$ cat config.mk
export PLATFORM = sky130hd
export DESIGN_NAME = btb_update_queue
export DESIGN_NICKNAME = d
export VERILOG_FILES = /design/src/rtl/btb_update_queue.sv
export SDC_FILE = /design/constraint.sdc
export NUM_CORES = 1
export LEC_CHECK = 0
export CELL_PAD_IN_SITES_DETAIL_PLACEMENT = 0
export CELL_PAD_IN_SITES_GLOBAL_PLACEMENT = 2
export CORE_UTILIZATION = 41
export DETAILED_ROUTE_END_ITERATION = 8
export PLACE_DENSITY_LB_ADDON = 0.05
export RECOVER_POWER = 50
export SYNTH_ARGS = -nofsm -noshare
export SYNTH_HDL_FRONTEND = slang
export SYNTH_SLANG_ARGS = --single-unit
$ cat constraint.sdc
create_clock -name clk -period 7.9 [get_ports clk]
set_input_delay 1.58 -clock clk [delete_from_list [all_inputs] [get_ports clk]]
set_output_delay 1.58 -clock clk [all_outputs]
set_load 0.01 [all_outputs]
$ cat src/rtl/btb_update_queue.sv
// btb_update_queue
//   Buffers taken branch resolutions from MEM and issues them one per cycle
//   as BTB writes. It also raises a registered redirect on mispredictions.
//
//   Parameters:
//     DEPTH            queue entries (power of two, >= 2)
//   Ports:
//     clk, reset       rising-edge clock, asynchronous active-high reset
//     resolve_*        resolved branch from MEM (valid/ready handshake)
//     hold             freezes the head / suppresses the BTB write
//     btb_write_pc     head pc   (0 when empty)
//     btb_write_data   head target (0 when empty)
//     btb_write        BTB write strobe, pops the head
//     mispredict       registered one-cycle redirect pulse
//     redirect_pc      registered correct next PC, held until next mispredict
//     count            occupancy
//
//   Optional feature macro: BTB_UPDATE_COALESCE_EN
//     When defined, a taken resolution whose pc matches a pending entry
//     overwrites that entry's target in place instead of enqueueing.
module btb_update_queue #(
    parameter int unsigned DEPTH = 4
) (
    input  logic                     clk,
    input  logic                     reset,
    input  logic                     resolve_valid,
    input  logic [15:0]              resolve_pc,
    input  logic                     resolve_taken,
    input  logic [15:0]              resolve_target,
    input  logic                     resolve_pred_hit,
    input  logic [15:0]              resolve_pred_pc,
    output logic                     resolve_ready,
    input  logic                     hold,
    output logic [15:0]              btb_write_pc,
    output logic [15:0]              btb_write_data,
    output logic                     btb_write,
    output logic                     mispredict,
    output logic [15:0]              redirect_pc,
    output logic [$clog2(DEPTH):0]   count
);

    localparam int unsigned AW = $clog2(DEPTH);
    localparam int unsigned CW = AW + 1;

    logic [15:0]   pc_q  [DEPTH];
    logic [15:0]   tgt_q [DEPTH];
    logic [AW-1:0] rd_ptr;
    logic [AW-1:0] wr_ptr;

    logic          not_empty;
    logic          not_full;
    logic          accept;
    logic          enq;
    logic          mp_next;
    logic [15:0]   rd_next;

    assign not_empty      = (count != '0);
    assign not_full       = (count < CW'(DEPTH));
    assign btb_write      = not_empty & ~hold;
    assign btb_write_pc   = not_empty ? pc_q[rd_ptr]  : '0;
    assign btb_write_data = not_empty ? tgt_q[rd_ptr] : '0;

`ifdef BTB_UPDATE_COALESCE_EN
    logic          coal_hit;
    logic [AW-1:0] coal_idx;

    // Scan from the head toward the tail so the oldest match wins. The head
    // is skipped while it is being written this cycle, since it leaves the
    // queue at this edge and an in-place update would be lost.
    always_comb begin
        coal_hit = 1'b0;
        coal_idx = '0;
        for (int unsigned k = 0; k < DEPTH; k++) begin
            if (!coal_hit && resolve_taken && (CW'(k) < count) &&
                !((k == 0) && btb_write) &&
                (pc_q[rd_ptr + AW'(k)] == resolve_pc)) begin
                coal_hit = 1'b1;
                coal_idx = rd_ptr + AW'(k);
            end
        end
    end

    assign resolve_ready = ~resolve_taken | not_full | coal_hit;
    assign enq           = accept & resolve_taken & ~coal_hit;
`else
    assign resolve_ready = ~resolve_taken | not_full;
    assign enq           = accept & resolve_taken;
`endif

    assign accept = resolve_valid & resolve_ready;

    always_comb begin
        mp_next = 1'b0;
        rd_next = resolve_target;
        if (resolve_taken) begin
            mp_next = ~resolve_pred_hit | (resolve_pred_pc != resolve_target);
        end else begin
            mp_next = resolve_pred_hit;
            rd_next = resolve_pc + 16'd2;
        end
    end

    always_ff @(posedge clk or posedge reset) begin
        if (reset) begin
            for (int unsigned i = 0; i < DEPTH; i++) begin
                pc_q[i]  <= '0;
                tgt_q[i] <= '0;
            end
            rd_ptr      <= '0;
            wr_ptr      <= '0;
            count       <= '0;
            mispredict  <= 1'b0;
            redirect_pc <= '0;
        end else begin
            if (enq) begin
                pc_q[wr_ptr]  <= resolve_pc;
                tgt_q[wr_ptr] <= resolve_target;
                wr_ptr        <= wr_ptr + AW'(1);
            end
`ifdef BTB_UPDATE_COALESCE_EN
            if (accept && coal_hit) begin
                tgt_q[coal_idx] <= resolve_target;
            end
`endif
            if (btb_write) begin
                rd_ptr <= rd_ptr + AW'(1);
            end

            case ({enq, btb_write})
                2'b10:   count <= count + CW'(1);
                2'b01:   count <= count - CW'(1);
                default: count <= count;
            endcase

            mispredict <= accept & mp_next;
            if (accept && mp_next) begin
                redirect_pc <= rd_next;
            end
        end
    end

endmodule

Yosys cells after proc, flatten, opt, wreduce, memory -nomap -nowiden --
Cells that the tools add are included.
Storage, ports and cells: input bits 54, word-level logic and storage cells 55, output and inout port bits 54, bits in registers 152
Operators by class: add/sub/neg operators 5, bitwise gates (word level) 11, equality and inequality tests 3, reductions and logical operators 4, magnitude comparators 4, multiplexer cells 15
Operator list (count):
- bitwise mux 64 bit | 2
- 2-to-1 mux 16 bit | 8
- binary-select mux 16 bit (select 2 bit) | 2
- demux 16 bit (select 2 bit) | 1
- adder 16 x 2 -> 16 bit, second input constant | 1
- != test 16 bit | 1
- greater-or-equal comparator 3 bit, second input constant | 2
- NOT 2 -> 3 bit | 2
- case mux 3 bit (2 select lines) | 1
- adder 2 x 1 -> 2 bit, second input constant | 2
- AND 1 bit | 4
- adder 3 x 1 -> 3 bit, second input constant | 1
- less-than comparator 3 x 1 -> 1 bit, second input constant | 1
- less-than comparator 3 bit, second input constant | 1
- NOT 1 bit | 3
- nonzero test 3 bit | 1
- subtractor 3 x 1 -> 3 bit, second input constant | 1
- == test 2 x 1 -> 1 bit, second input constant | 1
- == test 2 bit, second input constant | 1
- logical AND 1 bit | 2
- OR 1 bit | 2
- nonzero test 2 bit | 1
- 2-to-1 mux 1 bit | 1

Longest topological paths before layout --
word-level depth 6, gate-level depth with buffers 11, mapped depth without buffers 9

Least setup slack after synthesis --
No wires, ideal clock.
path type input to output, start point input resolve_taken, end point output resolve_ready, data required time 6.320 ns, arrival 2.077 ns, stages on the path 3, buffers on the path 2, setup slack 4.243 ns, cells stage by stage clkbuf_2 > clkbuf_1 > nand2_1
On the way: word-level cells in the longest chain between the ends 2
RTL lines:
- start: declaration | RTL line 28 | input logic resolve_taken,
- NOT 1 bit | RTL line 86 | assign resolve_ready = ~resolve_taken | not_full;
- OR 1 bit | RTL line 86
- end: declaration | RTL line 32 | output logic resolve_ready,
Every way passes these cells.

Worst setup path in the final report --
start point input resolve_taken, end point register pc_q[7] (netlist name)
On the way: word-level cells in the longest chain between the ends 4
RTL lines:
- NOT 1 bit | RTL line 86
- OR 1 bit | RTL line 86
- AND 1 bit | RTL line 90 | assign accept = resolve_valid & resolve_ready;
- AND 1 bit (*) | RTL line 87 | assign enq = accept & resolve_taken;
- end signal: indexed assignment | RTL line 116 | pc_q[wr_ptr] <= resolve_pc;
- end: declaration | RTL line 45 | logic [15:0] pc_q [DEPTH];
Every way passes the cells marked *; elsewhere a longest branch is shown, timed or not. A chain may end at the register's enable or synchronous reset.

==> metrics <==
status complete, but fails checks; failing checks max-capacitance violations, max-slew violations; hold_buf cts 0; pin count of the biggest net entering global routing 81; Hold Path Stages 2; drt drc 0; Crit Path Category in2reg; crit end category flop; layout cell share with drive strength beyond 1 33.8%; Hold WC Path Type reg2reg; clock latency on the worst-skew pair 0.42 ns; syn_nets 586; Routed Antenna Nets 0; # setup viols final 0; post-synth top area share 51.6%; P_leak 3.94 nW; TritonCTS Buffers 17; synth unique cells 32; clock root buffer clkbuf_16; Synth Area in XOR/XNOR 4.04%; Util after Layout 53.2%; CP required 8.20 ns; TritonCTS Sinks 152; endpoints failing hold 0; 1st-iter DRT viols 170; Initial Utilization 42.3%; slew margin rel. -115%; final net count 685; Post-Synth Adder-Cell Area 1.29%; CTS tree yes; Die H 136 um; gr usage total 20.8%; mux cell area share after synthesis 32.0%; Pwr Density 415 nW/um^2; Synth Warn # 0; count leader, synth dfrtp_1; global-route wire length before repair 28100 um; RSZ-0062 raised after global routing no; VDD IR max 0.275 mV; vias in the first global route 4905; area grow syn2layout 25.6%; Hold WS 0.476 ns; wire per inst 20.8 um; setup TNS 0 ns; leading area contributor after synthesis dfrtp_1; R2R Setup Slk 4.59 ns; Placeable Area 17400 sq um; sequential area share after synthesis 51.6%; drt total wl 17900 um; simple-gate share of the synthesized area 6.62%; ANT cells 0; HPWL Detailed 11400 um; CP startpoint kind input port; Max H-tree Level 4; complex-gate fraction of the synthesized area 1.58%; Crit. Startpoint resolve_taken; Post-Syn Area 7370 sq um; Critical Path AT 5.45 ns; reg2reg start count[2]; die width 136 um; via count 4591; slew at the pin closest to its max-slew limit 3.21 ns; Worst-path clk slew 0.06 ns; Worst Skew 0.00875 ns; First-pass DRT Iterations 4; r2r worst-path depth 5; clk buf depth 2; Avg Inst Size Synth 14.0 sq um; ys async rst share 100%; Max-Cap Viols 2; Yosys reg bits 152; RePlAce Congestion 0.723; fin crit period 5.16 ns; largest family of logic cells by synthesized area multiplexers; Core Rows 48; Placed Area 8620 sq um; Most used DFF post-synth dfrtp_1; die area 18500 sq um; Peak Freq 194 MHz; FF-to-FF End pc_q[7]; Synth Instances 525; Design Area, Final 9260 sq um; Post-synth EDFFs 0; Hold EP pc_q[11]; Post-CTS Setup Inserts 0; initial antenna violation count 0; vias per cell 5.33; total global routing overflow 0; Max Slew Vio Count 108; crit share post-route 65.3%; CTS-repair resized insts 0; num ports 108; synth top area cells dfrtp_1, mux2_2, mux4_2, nor2b_1, xor2_1; hold path start pc_q[11]; port bufs 107; Synth top cells by count dfrtp_1, mux2_2, nor2b_1; CP max FO 34
## logic make-up (layout without fill, tap and decap cells)
group | Yosys count | count (layout)
compound gates | 21 | 21
flops | 152 | 152
mux | 175 | 175
xor+xnor | 34 | 34
buf+inv | 44 | 156
simple gates | 92 | 92
fa+ha+maj | 7 | 7
## layout by cell type, fill, tap and decap left out, types with 2 or more instances in the layout
cell / count
dfrtp_1: 151
mux2_2: 133
clkdlybuf4s50_1: 84
nor2b_1: 34
mux4_2: 32
nand2_1: 28
xor2_1: 24
dlygate4sd3_1: 23
o21ai_0: 18
clkbuf_16: 17
xnor2_1: 10
mux2_4: 8
inv_1: 8
nand3_1: 7
buf_4: 7
nor4_1: 6
ha_1: 6
nand4_1: 5
bufinv_16: 5
nor3_1: 4
clkinv_2: 3
inv_6: 3
nor2_1: 2
mux2i_1: 2
clkinvlp_4: 2
clkinv_4: 2
## final cells by class
cell class              count  area [sq um]
clock buffers              17           425
well taps                 225           282
multi-input cells         329          3360
inverters                   9          35.0
fillers                  1511          8160
repair buffers            115          1130
flip-flops and latches    152          3800
clock inverters            15           224
## per-stage QoR
stage          power [W]  cells  worst slack (ns)
5_1_grt          0.00407    862              2.51
6_report         0.00385    862              2.74
3_5_place_dp     0.00300    830              2.94
3_3_place_gp     0.00295    830              2.90
4_1_cts          0.00391    862              2.94
2_1_floorplan    0.00232    525              2.23
## worst max path at each step
stage,end,slack (ns),cells after the start
global placement,resolve_ready,2.90,3
finish,pc_q[7],2.74,6
floorplan,count[0],2.23,1
global route,pc_q[8],2.51,6
detailed placement,resolve_ready,2.94,3
CTS,resolve_ready,2.94,3
## sequential cells by signal, summed over array words and instances, names as in the netlist
signal / flops
pc_q: 64
tgt_q: 64
redirect_pc: 16
count: 3
rd_ptr: 2
wr_ptr: 2
mispredict: 1
## critical path, cell delays in order
cell           delay [ns]
dlygate4sd3_1        0.92
nor2b_1              0.31
and2_0               0.33
nand2_1              0.13
clkbuf_1             1.69
mux2_2               0.46
## layer usage
layer	wire (um)	GRT usage, %	part of all wire, %	up-vias
li1	-	-	-	2079
met1	8170	27.4	46	2408
met2	8910	34.5	50	89
met3	698	4.44	3.9	15
met4	168	5.93	0.94	0
met5	0	0	0	-
## power by group
part           leakage, nW  internal (W)  total, W  switching [W]
logic                 1.77      0.000998   0.00161       0.000613
registers             1.86       0.00115   0.00134       0.000189
clock network        0.314      0.000563  0.000896       0.000333
total                 3.94       0.00271   0.00385        0.00114
No activity file was read; power rests on OpenSTA's default activity.
